--- config.mk ---
export PLATFORM = sky130hd
export DESIGN_NAME = spi_cmd_ctrl_flat
export DESIGN_NICKNAME = d
export VERILOG_FILES = /design/src/rtl/spi_cmd_ctrl_if.sv /design/src/rtl/spi_cmd_ctrl.sv /design/src/flat_wrapper.sv
export SDC_FILE = /design/constraint.sdc
export NUM_CORES = 1
export LEC_CHECK = 0
export ABC_AREA = 1
export BUFFER_PORTS_ARGS = -buffer_cell sky130_fd_sc_hd__buf_2
export CAP_MARGIN = 40
export CORE_MARGIN = 5
export CORE_UTILIZATION = 45
export DETAILED_ROUTE_END_ITERATION = 8
export PLACE_DENSITY = 0.7
export SYNTH_ARGS = -nofsm -noshare
export SYNTH_HDL_FRONTEND = slang
export SYNTH_SLANG_ARGS = --single-unit
--- constraint.sdc ---
create_clock -name SYS_CLK -period 2.06 [get_ports SYS_CLK]
set_clock_uncertainty 0.15 [all_clocks]
set_input_delay 0 -clock SYS_CLK [delete_from_list [all_inputs] [get_ports SYS_CLK]]
set_output_delay 0 -clock SYS_CLK [all_outputs]
set_load 0.01 [all_outputs]
--- src/rtl/spi_cmd_ctrl_if.sv ---
// Bus bundle between the SPI command sequencer and its neighbours: SPI slave word
// port, register bank write/read ports, reply word and sticky status.
interface spi_cmd_ctrl_if #(
   parameter int ADDR_W = 6
);
   // No backpressure anywhere: RX_VALID, FRAME_END, WR_EN and TX_LOAD are single-cycle
   // pulses that must be consumed in the cycle they are high; RD_DATA follows RD_ADDR by one cycle.
   logic              RX_VALID;
   logic [15:0]       RX_WORD;
   logic              FRAME_END;
   logic              WR_EN;
   logic [ADDR_W-1:0] WR_ADDR;
   logic [15:0]       WR_DATA;
   logic [ADDR_W-1:0] RD_ADDR;
   logic [15:0]       RD_DATA;
   logic [15:0]       TX_WORD;
   logic              TX_LOAD;
   logic [7:0]        STATUS;
   logic              STATUS_CLR;
   logic [2:0]        DBG_STATE;

   modport master (
      input  RX_VALID, RX_WORD, FRAME_END, RD_DATA, STATUS_CLR,
      output WR_EN, WR_ADDR, WR_DATA, RD_ADDR, TX_WORD, TX_LOAD, STATUS, DBG_STATE
   );

   modport slave (
      output RX_VALID, RX_WORD, FRAME_END, RD_DATA, STATUS_CLR,
      input  WR_EN, WR_ADDR, WR_DATA, RD_ADDR, TX_WORD, TX_LOAD, STATUS, DBG_STATE
   );
endinterface

--- src/rtl/spi_cmd_ctrl.sv ---
// Command sequencer: decodes SPI words into single writes, bursts and reads,
// drives the register bank and loads the reply word for the next frame.
module spi_cmd_ctrl #(
   parameter int          ADDR_W    = 6,
   parameter logic [15:0] IDLE_WORD = 16'hA500
) (
   input  logic              SYS_CLK,
   input  logic              SYS_RST_N,
   spi_cmd_ctrl_if.master    bus
);

   typedef enum logic [2:0] {
      S_IDLE    = 3'd0,
      S_WDATA   = 3'd1,
      S_BURST   = 3'd2,
      S_RD_WAIT = 3'd3,
      S_RD_LOAD = 3'd4
   } state_e;

   state_e            state_q, state_d;
   logic              wr_en_q, wr_en_d;
   logic [ADDR_W-1:0] wr_addr_q, wr_addr_d;
   logic [15:0]       wr_data_q, wr_data_d;
   logic [ADDR_W-1:0] rd_addr_q, rd_addr_d;
   logic [15:0]       tx_word_q, tx_word_d;
   logic              tx_load_q, tx_load_d;
   logic [2:0]        status_q, status_d;
   logic [ADDR_W-1:0] addr_q, addr_d;
   logic [7:0]        burst_cnt_q, burst_cnt_d;
   logic              rd_loaded_q, rd_loaded_d;

   logic [1:0]        rx_op;
   logic [ADDR_W-1:0] rx_addr;
   logic [7:0]        rx_cnt;
   logic              set_ovf, set_bad, set_abort;

   assign rx_op   = bus.RX_WORD[15:14];
   assign rx_addr = bus.RX_WORD[8 +: ADDR_W];
   assign rx_cnt  = bus.RX_WORD[7:0];

   always_comb begin
      state_d     = state_q;
      wr_en_d     = 1'b0;
      wr_addr_d   = wr_addr_q;
      wr_data_d   = wr_data_q;
      rd_addr_d   = rd_addr_q;
      tx_word_d   = tx_word_q;
      tx_load_d   = 1'b0;
      addr_d      = addr_q;
      burst_cnt_d = burst_cnt_q;
      rd_loaded_d = rd_loaded_q;
      set_ovf     = 1'b0;
      set_bad     = 1'b0;
      set_abort   = 1'b0;

      // Word processing first; FRAME_END is applied afterwards to the resulting state.
      unique case (state_q)
         S_IDLE: begin
            if (bus.RX_VALID) begin
               unique case (rx_op)
                  2'b00: ;
                  2'b01: begin
                     addr_d  = rx_addr;
                     state_d = S_WDATA;
                  end
                  2'b10: begin
                     rd_addr_d = rx_addr;
                     state_d   = S_RD_WAIT;
                  end
                  default: begin
                     if (&rx_cnt && &rx_addr) begin
                        set_bad = 1'b1;
                     end else begin
                        addr_d      = rx_addr;
                        burst_cnt_d = rx_cnt;
                        state_d     = S_BURST;
                     end
                  end
               endcase
            end
         end
         S_WDATA: begin
            if (bus.RX_VALID) begin
               wr_en_d   = 1'b1;
               wr_addr_d = addr_q;
               wr_data_d = bus.RX_WORD;
               state_d   = S_IDLE;
            end
         end
         S_BURST: begin
            if (bus.RX_VALID) begin
               wr_en_d   = 1'b1;
               wr_addr_d = addr_q;
               wr_data_d = bus.RX_WORD;
               addr_d    = addr_q + 1'b1;
               // Any increment past the top address counts, including after the last word.
               set_ovf   = &addr_q;
               if (burst_cnt_q == 8'd0) begin
                  state_d = S_IDLE;
               end else begin
                  burst_cnt_d = burst_cnt_q - 8'd1;
               end
            end
         end
         S_RD_WAIT: begin
            set_bad = bus.RX_VALID;
            state_d = S_RD_LOAD;
         end
         S_RD_LOAD: begin
            set_bad     = bus.RX_VALID;
            tx_word_d   = bus.RD_DATA;
            tx_load_d   = 1'b1;
            rd_loaded_d = 1'b1;
            state_d     = S_IDLE;
         end
         default: state_d = S_IDLE;
      endcase

      // A frame ending during a read lets the read finish and keeps its reply for the next frame.
      if (bus.FRAME_END && state_q != S_RD_WAIT && state_q != S_RD_LOAD) begin
         unique case (state_d)
            S_IDLE: begin
               if (!rd_loaded_q) begin
                  tx_word_d = IDLE_WORD | {8'h00, 5'b00000, status_q};
                  tx_load_d = 1'b1;
               end
               rd_loaded_d = 1'b0;
            end
            S_WDATA, S_BURST: begin
               set_abort   = 1'b1;
               burst_cnt_d = 8'd0;
               state_d     = S_IDLE;
            end
            default: ;
         endcase
      end

      status_d = (bus.STATUS_CLR ? 3'b000 : status_q) | {set_ovf, set_bad, set_abort};
   end

   always_ff @(posedge SYS_CLK or negedge SYS_RST_N) begin
      if (!SYS_RST_N) begin
         state_q     <= S_IDLE;
         wr_en_q     <= 1'b0;
         wr_addr_q   <= '0;
         wr_data_q   <= '0;
         rd_addr_q   <= '0;
         tx_word_q   <= IDLE_WORD;
         tx_load_q   <= 1'b0;
         status_q    <= 3'b000;
         addr_q      <= '0;
         burst_cnt_q <= 8'd0;
         rd_loaded_q <= 1'b0;
      end else begin
         state_q     <= state_d;
         wr_en_q     <= wr_en_d;
         wr_addr_q   <= wr_addr_d;
         wr_data_q   <= wr_data_d;
         rd_addr_q   <= rd_addr_d;
         tx_word_q   <= tx_word_d;
         tx_load_q   <= tx_load_d;
         status_q    <= status_d;
         addr_q      <= addr_d;
         burst_cnt_q <= burst_cnt_d;
         rd_loaded_q <= rd_loaded_d;
      end
   end

   assign bus.WR_EN     = wr_en_q;
   assign bus.WR_ADDR   = wr_addr_q;
   assign bus.WR_DATA   = wr_data_q;
   assign bus.RD_ADDR   = rd_addr_q;
   assign bus.TX_WORD   = tx_word_q;
   assign bus.TX_LOAD   = tx_load_q;
   assign bus.STATUS    = {5'b00000, status_q};
   assign bus.DBG_STATE = state_q;

endmodule

--- src/flat_wrapper.sv ---
// flat-port wrapper written by rule: the top's interface ports become plain ports
module spi_cmd_ctrl_flat 
#(
   parameter int          ADDR_W    = 6,
   parameter logic [15:0] IDLE_WORD = 16'hA500
)
  (SYS_CLK, SYS_RST_N, bus_RX_VALID, bus_RX_WORD, bus_FRAME_END, bus_RD_DATA, bus_STATUS_CLR, bus_WR_EN, bus_WR_ADDR, bus_WR_DATA, bus_RD_ADDR, bus_TX_WORD, bus_TX_LOAD, bus_STATUS, bus_DBG_STATE);
  spi_cmd_ctrl_if #(.ADDR_W(ADDR_W)) bus_i ();
  input  logic SYS_CLK;
  input  logic SYS_RST_N;
  input wire logic [$bits(bus_i.RX_VALID)-1:0] bus_RX_VALID;
  input wire logic [$bits(bus_i.RX_WORD)-1:0] bus_RX_WORD;
  input wire logic [$bits(bus_i.FRAME_END)-1:0] bus_FRAME_END;
  input wire logic [$bits(bus_i.RD_DATA)-1:0] bus_RD_DATA;
  input wire logic [$bits(bus_i.STATUS_CLR)-1:0] bus_STATUS_CLR;
  output wire logic [$bits(bus_i.WR_EN)-1:0] bus_WR_EN;
  output wire logic [$bits(bus_i.WR_ADDR)-1:0] bus_WR_ADDR;
  output wire logic [$bits(bus_i.WR_DATA)-1:0] bus_WR_DATA;
  output wire logic [$bits(bus_i.RD_ADDR)-1:0] bus_RD_ADDR;
  output wire logic [$bits(bus_i.TX_WORD)-1:0] bus_TX_WORD;
  output wire logic [$bits(bus_i.TX_LOAD)-1:0] bus_TX_LOAD;
  output wire logic [$bits(bus_i.STATUS)-1:0] bus_STATUS;
  output wire logic [$bits(bus_i.DBG_STATE)-1:0] bus_DBG_STATE;
  assign bus_i.RX_VALID = bus_RX_VALID;
  assign bus_i.RX_WORD = bus_RX_WORD;
  assign bus_i.FRAME_END = bus_FRAME_END;
  assign bus_i.RD_DATA = bus_RD_DATA;
  assign bus_i.STATUS_CLR = bus_STATUS_CLR;
  assign bus_WR_EN = bus_i.WR_EN;
  assign bus_WR_ADDR = bus_i.WR_ADDR;
  assign bus_WR_DATA = bus_i.WR_DATA;
  assign bus_RD_ADDR = bus_i.RD_ADDR;
  assign bus_TX_WORD = bus_i.TX_WORD;
  assign bus_TX_LOAD = bus_i.TX_LOAD;
  assign bus_STATUS = bus_i.STATUS;
  assign bus_DBG_STATE = bus_i.DBG_STATE;
  spi_cmd_ctrl #(.ADDR_W(ADDR_W), .IDLE_WORD(IDLE_WORD)) u_core (.SYS_CLK(SYS_CLK), .SYS_RST_N(SYS_RST_N), .bus(bus_i));
endmodule
==> results of run 1 <==
==> registers in the layout (all words and copies together) (netlist names) <==
register / cells
u_core.rd_loaded_q: 1
u_core.burst_cnt_q: 8
u_core.addr_q: 6
u_core.bus.TX_LOAD: 1
u_core.bus.RD_ADDR: 6
u_core.bus.WR_ADDR: 6
u_core.bus.WR_DATA: 16
u_core.bus.WR_EN: 1
u_core.bus.TX_WORD: 16
u_core.status_q: 3
u_core.bus.DBG_STATE: 3
==> worst min-delay path: stages <==
cell	delay [ns]
buf_2	0.10
nand2_2	0.10
nor2_8	0.06
nand2_1	0.06
inv_1	0.04
nor2_1	0.08
==> power by group <==
group / internal (mW) / total [mW] / switching (mW)
combinational: 0.716 / 1.80 / 1.08
sequential: 1.71 / 1.96 / 0.251
clock: 0.592 / 1.11 / 0.520
total: 3.02 / 4.87 / 1.85
==> what timing repair did <==
| item | in CTS | in global routing |
|---|---|---|
| buffers inserted | 0 | 1 |
| endpoints found under the setup margin | 0 | 19 |
| hold endpoints to repair | 117 | 0 |
| hold buffers | 35 | 0 |
| resized for setup | 0 | 1 |
==> per-layer routing <==
metal / global-route usage, % / wire length [µm] / vias up
met5: 0 / 0 / -
met4: 6.53 / 174 / 0
met3: 3.68 / 558 / 13
met2: 30.2 / 4230 / 86
met1: 24.9 / 4100 / 1513
li1: - / - / 1671
==> synth_stat cells <==
cell type	number	share of area, %
a21oi_1	1	0.14
a21oi_2	11	2.6
buf_2	8	1.1
buf_4	6	1.2
buf_6	2	0.62
conb_1	1	0.10
dfrtp_1	63	43
dfstp_2	4	2.9
ha_1	8	2.7
inv_1	56	5.8
inv_2	10	1.0
mux2i_1	3	0.82
nand2_1	136	14
nand2_2	8	1.4
nand2_4	1	0.31
nand3_1	38	5.2
nand3_2	1	0.27
nand3_4	3	1.4
nand3b_1	1	0.21
nand4_1	5	0.86
nand4_4	1	0.58
nor2_1	15	1.5
nor2_2	7	1.2
nor2_4	3	0.93
nor2_8	2	1.1
nor3_1	3	0.41
o21ai_0	19	2.6
o21ai_1	26	3.6
o21bai_1	3	0.62
o32ai_1	1	0.24
or2_0	1	0.17
or2_2	1	0.17
xnor2_1	1	0.24
xor2_1	3	0.72
==> logic make-up after synthesis <==
logic type                 share of synthesized area, %
and+or+nand+nor                                    29.8
buffers and inverters                              9.74
DFF                                                46.1
AOI/OAI and AO/OA                                  9.80
adders and majority gates                          2.74
xor gates and xnor gates                          0.960
muxes                                             0.823
other                                             0.103
==> final timing paths <==
check	startpoint	end	slack [ns]	cells after the start
max in group asynchronous	SYS_RST_N	u_core.bus.TX_WORD[8]	1.38	3
min	bus_FRAME_END	u_core.bus.DBG_STATE[0]	0.006	6
min reg2reg	u_core.bus.WR_DATA[9]	u_core.bus.WR_DATA[9]	0.33	2
min in group asynchronous	SYS_RST_N	u_core.bus.WR_DATA[6]	0.04	3
max reg2reg	u_core.burst_cnt_q[0]	u_core.bus.TX_WORD[4]	0.14	9
max	u_core.burst_cnt_q[0]	u_core.bus.TX_WORD[4]	0.14	9
==> per-stage QoR <==
step | utilization, % | cell area (µm²) | hold WS (ns)
CTS | 60.7 | 4740 | 0.00458
floorplan | - | 3660 | -0.446
detailed placement | 53.7 | 4190 | -0.0994
global route | 60.8 | 4750 | 0.00742
finish | 60.8 | 4750 | 0.00624
global placement | 53.7 | 4190 | -0.105
==> layout make-up <==
class                           instances  area, µm²  area share, %
Multi-Input combinational cell        307       1630           34.3
Timing Repair Buffer                  131        863           18.2
Clock inverter                          6       63.8           1.34
Inverter                               66        248           5.22
Tap cell                              102        128           2.69
Sequential cell                        67       1680           35.4
Clock buffer                           10        138           2.90
==> impl_metrics.csv, run 1 <==
group,metric,value,unit
placement,globalplace.congestion,0.830,
finish,layout-drive-gt1-share,28.1,%
sta,setup_violations,0,
clock_network,htreeDepth,3,
sta,finalCritPeriodShare,93.3,%
critical_path,critPathTopFamily,"simple AND/OR/NAND/NOR gates",
clock_network,root_buffer,"clkbuf_8",
sta,slew_headroom,66.3,%
placement,dpl.cell_count,637,
logic_synthesis,ys_seq_elements,67,
drt,via_per_inst,4.76,
clock_network,cts.sinks,67,
critical_path,crit_fanout,9,
finish,final_cells,689,
logic_synthesis,ys_types,34,
die,ioPinCount,94,
grt,grt_overflow_total,0,
placement,io_buffers,88,
sta,final_max_slew_viol_count,0,
logic_synthesis,syn-instance-count,452,
sta,period_minus_slack,1.92,ns
drt,drtIter0Drc,119,
critical_path,path_class,"register to register",
drt,route.detailed.drc,0,
sta,hold_viol,0,
die,die-area,0.0100,mm²
die,die_y,100,µm
critical_path,critical_path_buf_inv_count,1,
logic_synthesis,syn_area,0.00365,mm²
sta,tightest_slew,0.506,ns
drt,routed_wl,9060,µm
clock_network,cts_buffers,9,
clock_network,cts_tree,"done",
critical_path,crit_chain,"inv_2 > ha_1 > nand3_1 > nor2_2 > nand2_2 > nand2_4 > nand4_4 > nor2_8 > a21oi_2",
min_path,hold_class,"input port to register",
grt,antenna_found_initial,0,
die,core_area,0.00781,mm²
placement,dp_slack,0.122,ns
critical_path,critPathCaptureType,"register",
grt,grt_max_degree,68,
sta,setup_tns,0,ns
die,num_rows,32,
job,drv_cap,0,
finish,fin_nets,627,
power_and_ir_drop,pwr_density_cell,1030,mW/mm²
clock_network,clockBufferDepth,2,
power_and_ir_drop,power_leakage,2.59,nW
logic_synthesis,ys_seq_area_share,46.1,%
grt,grt_pass1_wl,15100,µm
critical_path,slowest_delay,0.42,ns
critical_path,critPathArrivalTime,1.99,ns
finish,layout_commonest_cell,"nand2_1",
drt,wl_per_cell,13.2,µm
critical_path,slowest_stage,"dfrtp_1",
grt,track_usage,18.6,%
power_and_ir_drop,peakVddDrop,463,µV
logic_synthesis,syn_avg_cell_area,8.07,µm²
die,die_x,100,µm
power_and_ir_drop,total_power,4.87,mW
drt,firstDrtPassIters,4,
clock_network,clk_latency,0.34,ns
logic_synthesis,yosysWarningCount,0,
grt,grt_pass1_vias,3163,
outcome,outcome,"complete, no violations",
finish,diodes,0,
finish,area_delta_synth_final,30.1,%
critical_path,crit_required,2.13,ns
die,start_util,46.7,%
finish,layout_common_cells,"nand2_1 (136), buf_2 (88), dfrtp_1 (63)",
drt,vias,3283,
finish,fill_cells,712,
sta,worst_slack,0.138,ns
drt,postRouteAntennaNets,0,
critical_path,setup.worst_path.start_class,"register",
clock_network,path_clk_slew,0.08,ns
placement,place_hpwl,6550,µm
sta,max_freq,520,MHz
(Power assumes the default switching activity.)
==> inputs of run 2 (changes only) <==
- CORE_MARGIN: 5 -> default
==> run 2 against run 1 <==
Effect of this change: die area fell by 15%; cell count rose by 0.29%; combinational power about the same; clock power up 11%; global-route usage is 3.5 points higher; setup slack gained 0.016 ns; count of clock-buffer cells in the layout unchanged; critical path type unchanged; critical endpoint is now u_core.bus.TX_WORD[14]; largest power group unchanged.
==> impl_metrics.csv, run 2 (synthesized netlist as in run 1, its figures left out) <==
group,metric,value,unit
critical_path,crit_end,"u_core.bus.TX_WORD[14]",
finish,area_delta_synth_final,31.4,%
critical_path,r2r-start,"u_core.burst_cnt_q[0]",
critical_path,crit_cells,9,
job,drv_cap,0,
grt,grt_max_degree,68,
placement,place_hpwl,6020,µm
drt,drtIter0Drc,152,
finish,layout-drive-gt1-share,28.2,%
grt,track_usage,22.1,%
critical_path,setup.worst_path.start_class,"register",
grt,grt_pass1_vias,3304,
drt,firstDrtPassIters,4,
finish,multiInputGateArea,0.00164,mm²
power_and_ir_drop,pwr_density_cell,1040,mW/mm²
placement,globalplace.congestion,0.870,
finish,layout_commonest_cell,"nand2_1",
drt,dr_wl_met3,343,µm
drt,route.met2.wl,4200,µm
critical_path,reg2reg_to,"u_core.bus.TX_WORD[14]",
power_and_ir_drop,peakVddDrop,493,µV
critical_path,path_class,"register to register",
placement,io_buffers,88,
sta,finalCritPeriodShare,92.5,%
critical_path,critPathCaptureType,"register",
finish,final_util,61.7,%
drt,postRouteAntennaNets,0,
finish,fin_nets,629,
critical_path,critPathTopFamily,"simple AND/OR/NAND/NOR gates",
grt,grt_pass1_wl,14800,µm
clock_network,cts_tree,"done",
drt,top_layer_used,"met4",
clock_network,cts_buffers,9,
grt,antenna_found_initial,0,
finish,fill_cells,693,
finish,layout_common_cells,"nand2_1 (136), buf_2 (88), dfrtp_1 (63)",
min_path,hold_class,"input port to asynchronous set/reset pin",
die,core_area,0.00777,mm²
sta,period_minus_slack,1.91,ns
die,die_x,92.1,µm
sta,setup_violations,0,
sta,setup_tns,0,ns
power_and_ir_drop,total_power,4.98,mW
die,num_rows,32,
clock_network,clockBufferDepth,2,
die,start_util,47.0,%
drt,routed_wl,8720,µm
critical_path,slowest_delay,0.41,ns
clock_network,cts.sinks,67,
die,die-area,0.00848,mm²
critical_path,critical_path_buf_inv_count,1,
critical_path,slowest_stage,"dfrtp_1",
finish,seqCellArea,0.00168,mm²
drt,route.detailed.drc,0,
clock_network,path_clk_slew,0.08,ns
sta,worst_slack,0.155,ns
sta,rsz0062_at_grt,"no",
placement,dp_slack,0.127,ns
clock_network,htreeDepth,3,
finish,diodes,0,
drt,wl_per_cell,12.6,µm
critical_path,critPathArrivalTime,1.98,ns
sta,final_max_slew_viol_count,0,
critical_path,ff2ff_path_depth,9,
grt,grt_overflow_total,0,
clock_network,clk_latency,0.34,ns
critical_path,startpoint,"u_core.burst_cnt_q[0]",
clock_network,root_buffer,"clkbuf_8",
sta,max_freq,525,MHz
sta,hold_viol,0,
power_and_ir_drop,power_leakage,2.61,nW
drt,drt-met1-wl,4040,µm
critical_path,crit_fanout,6,
drt,vias,3355,
critical_path,crit_required,2.14,ns
die,ioPinCount,94,
outcome,outcome,"complete, no violations",
die,die_y,92.1,µm
critical_path,crit_chain,"inv_2 > ha_1 > nand3_1 > nor2_2 > nand2_2 > nand2_4 > nand4_4 > nor2_4 > a21oi_2",
critical_path,timing.reg2reg.setup_slack,0.15,ns
drt,via_per_inst,4.86,
-- run 2: cell count changes in the layout (fill, tap and decap cells not counted) --
cell,change
clkinv_2,-1
clkinv_4,+1
bufinv_16,+1
nor2_4,+1
dlygate4sd3_1,+1
inv_6,-1
-- run 2: tightest hold or removal path, cell delays in order --
cell           delay [ns]
dlygate4sd3_1        0.52
buf_2                0.12
buf_12               0.31
-- run 2: worst min-delay path by stage --
stage,depth (start not counted),slack (ns),end
after global routing,3,0.09,u_core.burst_cnt_q[0]
after global placement,2,-0.10,u_core.bus.TX_WORD[11]
after detailed placement,2,-0.1,u_core.bus.TX_WORD[7]
after floorplan,0,-0.45,u_core.addr_q[0]
after CTS,3,0.06,u_core.burst_cnt_q[0]
final,3,0.07,u_core.bus.TX_WORD[7]
-- run 2: final cells by class --
class	instances	area share, %
flip-flops and latches	67	35.1
multi-input cells	308	34.2
repair buffers	132	18.2
inverters	66	5.17
clock buffers	10	2.87
well taps	102	2.66
clock inverters	6	1.85
-- run 2: stage by stage --
stage / instances / hold WS (ns) / area, µm²
after CTS: 689 / 0.0620 / 4780
after detailed placement: 637 / -0.0973 / 4190
final: 691 / 0.0652 / 4800
after global placement: 637 / -0.103 / 4190
after floorplan: 456 / -0.446 / 3660
after global routing: 691 / 0.0904 / 4800
-- run 2: power by group --
group	total, mW	switching (mW)	leakage (nW)	internal [mW]
combinational	1.79	1.06	1.64	0.730
clock	1.23	0.512	0.108	0.714
sequential	1.96	0.251	0.860	1.71
-- run 2: what timing repair did --
action / CTS / global route
endpoints found under the hold margin: 120 / 0
hold buffers: 36 / 0
gates resized for setup: 0 / 1
endpoints found under the setup margin: 0 / 20
buffers inserted: 0 / 1
-- run 2: metal layers --
metal,global-route usage (%),up-vias
met4,7.42,0
met3,4.48,13
met1,28.4,1583
li1,-,1673
met5,0,-
met2,36.9,86
==> inputs of run 3 (changes only) <==
- ABC_AREA: 1 -> default
- CTS_BUF_LIST: default -> sky130_fd_sc_hd__clkbuf_8 sky130_fd_sc_hd__clkbuf_16
- GPL_TIMING_DRIVEN: default -> 1
==> run 3 against run 2 <==
Effect of this change: non-clock buffer count grew 29; fmax shrank 7.4%; count of clock-buffer cells in the layout shrank 1; critical path depth shrank 1; final area grew 0.39%; utilization grew 4.6 points; clock power shrank 3%; sequential share of layout area shrank 0.059 points; first-iteration DRC count grew 7.2%; largest power group is now combinational cells.
==> impl_metrics.csv, run 3 <==
group,metric,value,unit
sta,final_max_slew_viol_count,0,
grt,grt_pass1_wl,14900,µm
sta,hold_viol,0,
sta,finalCritPeriodShare,99.9,%
die,ioPinCount,94,
sta,worst_slack,0.00179,ns
logic_synthesis,syn_area,0.00336,mm²
placement,post_dp_cell_area,0.00410,mm²
finish,final_cells,620,
min_path,hold_class,"input port to register",
clock_network,htreeDepth,3,
logic_synthesis,synth-edff-count,0,
placement,dp_slack,-0.0477,ns
finish,layout_common_cells,"nand2_1 (115), buf_2 (86), dfrtp_1 (60)",
sta,tightest_slew,0.660,ns
sta,rsz0062_at_grt,"yes",
drt,firstDrtPassIters,4,
drt,via_per_inst,5.20,
die,start_util,46.4,%
logic_synthesis,yosysTopAreaCellShare,46.9,%
sta,max_freq,486,MHz
power_and_ir_drop,pwr_density_cell,1200,mW/mm²
grt,grt_max_degree,48,
critical_path,critPathArrivalTime,2.16,ns
logic_synthesis,ys_types,58,
finish,multiInputGateArea,0.00163,mm²
drt,route.detailed.drc,0,
sta,setup_violations,0,
finish,area_delta_synth_final,43.2,%
finish,seqCellArea,0.00169,mm²
die,num_rows,31,
die,core_area,0.00725,mm²
placement,globalplace.congestion,0.886,
drt,drtIter0Drc,163,
clock_network,path_clk_slew,0.08,ns
critical_path,critPathCaptureType,"register",
critical_path,setup.worst_path.start_class,"register",
clock_network,clk_latency,0.34,ns
drt,postRouteAntennaNets,0,
logic_synthesis,synth.area.top_cells,"dfrtp_1 (47%), nand2_1 (13%), a21oi_1 (3.9%)",
critical_path,crit_fanout,5,
clock_network,cts.sinks,67,
finish,layout-drive-gt1-share,34.2,%
sta,slew_headroom,55.9,%
logic_synthesis,ys_seq_elements,67,
outcome,outcome,"complete, no violations",
logic_synthesis,ys_seq_area_share,50.0,%
drt,wl_per_cell,15.4,µm
critical_path,path_class,"register to register",
critical_path,crit_required,2.16,ns
logic_synthesis,syn-instance-count,360,
finish,layout_commonest_cell,"nand2_1",
clock_network,cts_tree,"done",
finish,diodes,0,
logic_synthesis,yosys-top-cells-count,"nand2_1 (115), dfrtp_1 (63), a21oi_1 (26)",
placement,place_hpwl,6260,µm
drt,routed_wl,9550,µm
clock_network,clockBufferDepth,2,
finish,final_util,66.4,%
logic_synthesis,syn_avg_cell_area,9.34,µm²
finish,fill_cells,614,
finish,final_cell_area,0.00481,mm²
logic_synthesis,yosysWarningCount,0,
finish,fin_nets,561,
sta,setup_tns,0,ns
die,die_x,88.5,µm
grt,track_usage,25.5,%
grt,antenna_found_initial,0,
clock_network,root_buffer,"clkbuf_8",
power_and_ir_drop,peakVddDrop,705,µV
drt,vias,3221,
clock_network,cts_buffers,9,
grt,grt_overflow_total,0,
logic_synthesis,synth-main-ff-cell,"dfrtp_1",
job,drv_cap,0,
placement,io_buffers,88,
die,die-area,0.00782,mm²
logic_synthesis,yosysTopAreaCell,"dfrtp_1",
die,die_y,88.5,µm
grt,grt_pass1_vias,3063,
sta,period_minus_slack,2.06,ns
placement,dpl.cell_count,560,
logic_synthesis,yosysMostFrequentCell,"nand2_1",
logic_synthesis,synthArstFlopShare,100,%
power_and_ir_drop,power_leakage,2.44,nW
run 3: changes by cell type after synthesis, sizes merged, moves of 9 or more:
| cell | delta |
|---|---|
| a21oi | +16 |
| inv | -56 |
| o21ai | -36 |
| mux2 | +9 |
| clkbuf | +9 |
| nand3 | -30 |
| nor2 | -16 |
| nand2 | -30 |
run 3: worst paths after layout:
| path | cells past startpoint | startpoint | slack [ns] | to |
|---|---|---|---|---|
| max in group asynchronous | 3 | SYS_RST_N | 1.01 | u_core.bus.TX_WORD[15] |
| min in group asynchronous | 2 | SYS_RST_N | 0.05 | u_core.bus.TX_WORD[7] |
| min reg2reg | 2 | u_core.bus.WR_DATA[1] | 0.33 | u_core.bus.WR_DATA[1] |
| max reg2reg | 8 | u_core.burst_cnt_q[0] | 0.002 | u_core.burst_cnt_q[0] |
| min | 4 | bus_RX_WORD[8] | 0.04 | u_core.addr_q[0] |
| max | 8 | u_core.burst_cnt_q[0] | 0.002 | u_core.burst_cnt_q[0] |
run 3: logic make-up (layout without fill, tap and decap cells):
kind of cell             Yosys count  count (layout)  share of synthesized area, %
buffers and inverters             31             187                          4.54
adder cells (fa/ha/maj)            8               8                          2.98
AO/OA/AOI/OAI                     58              58                          11.9
other                              1               5                         0.112
XOR/XNOR                           4               4                          1.04
multiplexers                      12              13                          4.02
flip-flops                        67              67                          50.0
AND/OR/NAND/NOR                  179             179                          25.4
run 3: timing repair:
item / in CTS / in global routing
setup buffers: 0 / 6
hold endpoints to repair: 117 / 0
gates cloned: 0 / 1
endpoints found under the setup margin: 14 / 24
pin swaps: 0 / 5
gates resized for setup: 2 / 18
hold buffers: 37 / 0
run 3: per-layer routing:
metal | vias to the layer above | global-route usage, % | wire (µm)
met1 | 1581 | 34.6 | 4300
met5 | - | 0 | 0
met3 | 18 | 5.22 | 363
met4 | 0 | 8.94 | 230
li1 | 1534 | - | -
met2 | 88 | 40.8 | 4660
run 3: critical path, cell delays in order, from the launching register on:
cell and delay, ns:
dfrtp_1 0.41, inv_2 0.09, ha_4 0.12, nor2b_4 0.13
buf_6 0.11, a31oi_4 0.10, a21oi_4 0.20, mux2_4 0.37
a2111oi_4 0.27
run 3: layout make-up:
class | instances | share of cell area (%)
Clock inverter | 7 | 1.95
Clock buffer | 9 | 2.57
Timing Repair Buffer | 161 | 23.2
Sequential cell | 67 | 35.0
Inverter | 10 | 0.780
Tap cell | 99 | 2.57
Multi-Input combinational cell | 267 | 33.9
run 3: through the flow:
step / power (mW) / hold WS (ns)
4_1_cts: 5.62 / 0.0259
2_1_floorplan: 3.40 / -0.446
3_3_place_gp: 4.28 / -0.141
6_report: 5.78 / 0.0383
5_1_grt: 6.16 / 0.0554
3_5_place_dp: 4.35 / -0.135
run 3: where the power goes:
part           switching, mW  internal (mW)
Sequential             0.337           1.78
Clock                  0.510          0.679
Combinational           1.28           1.19
Total                   2.13           3.65
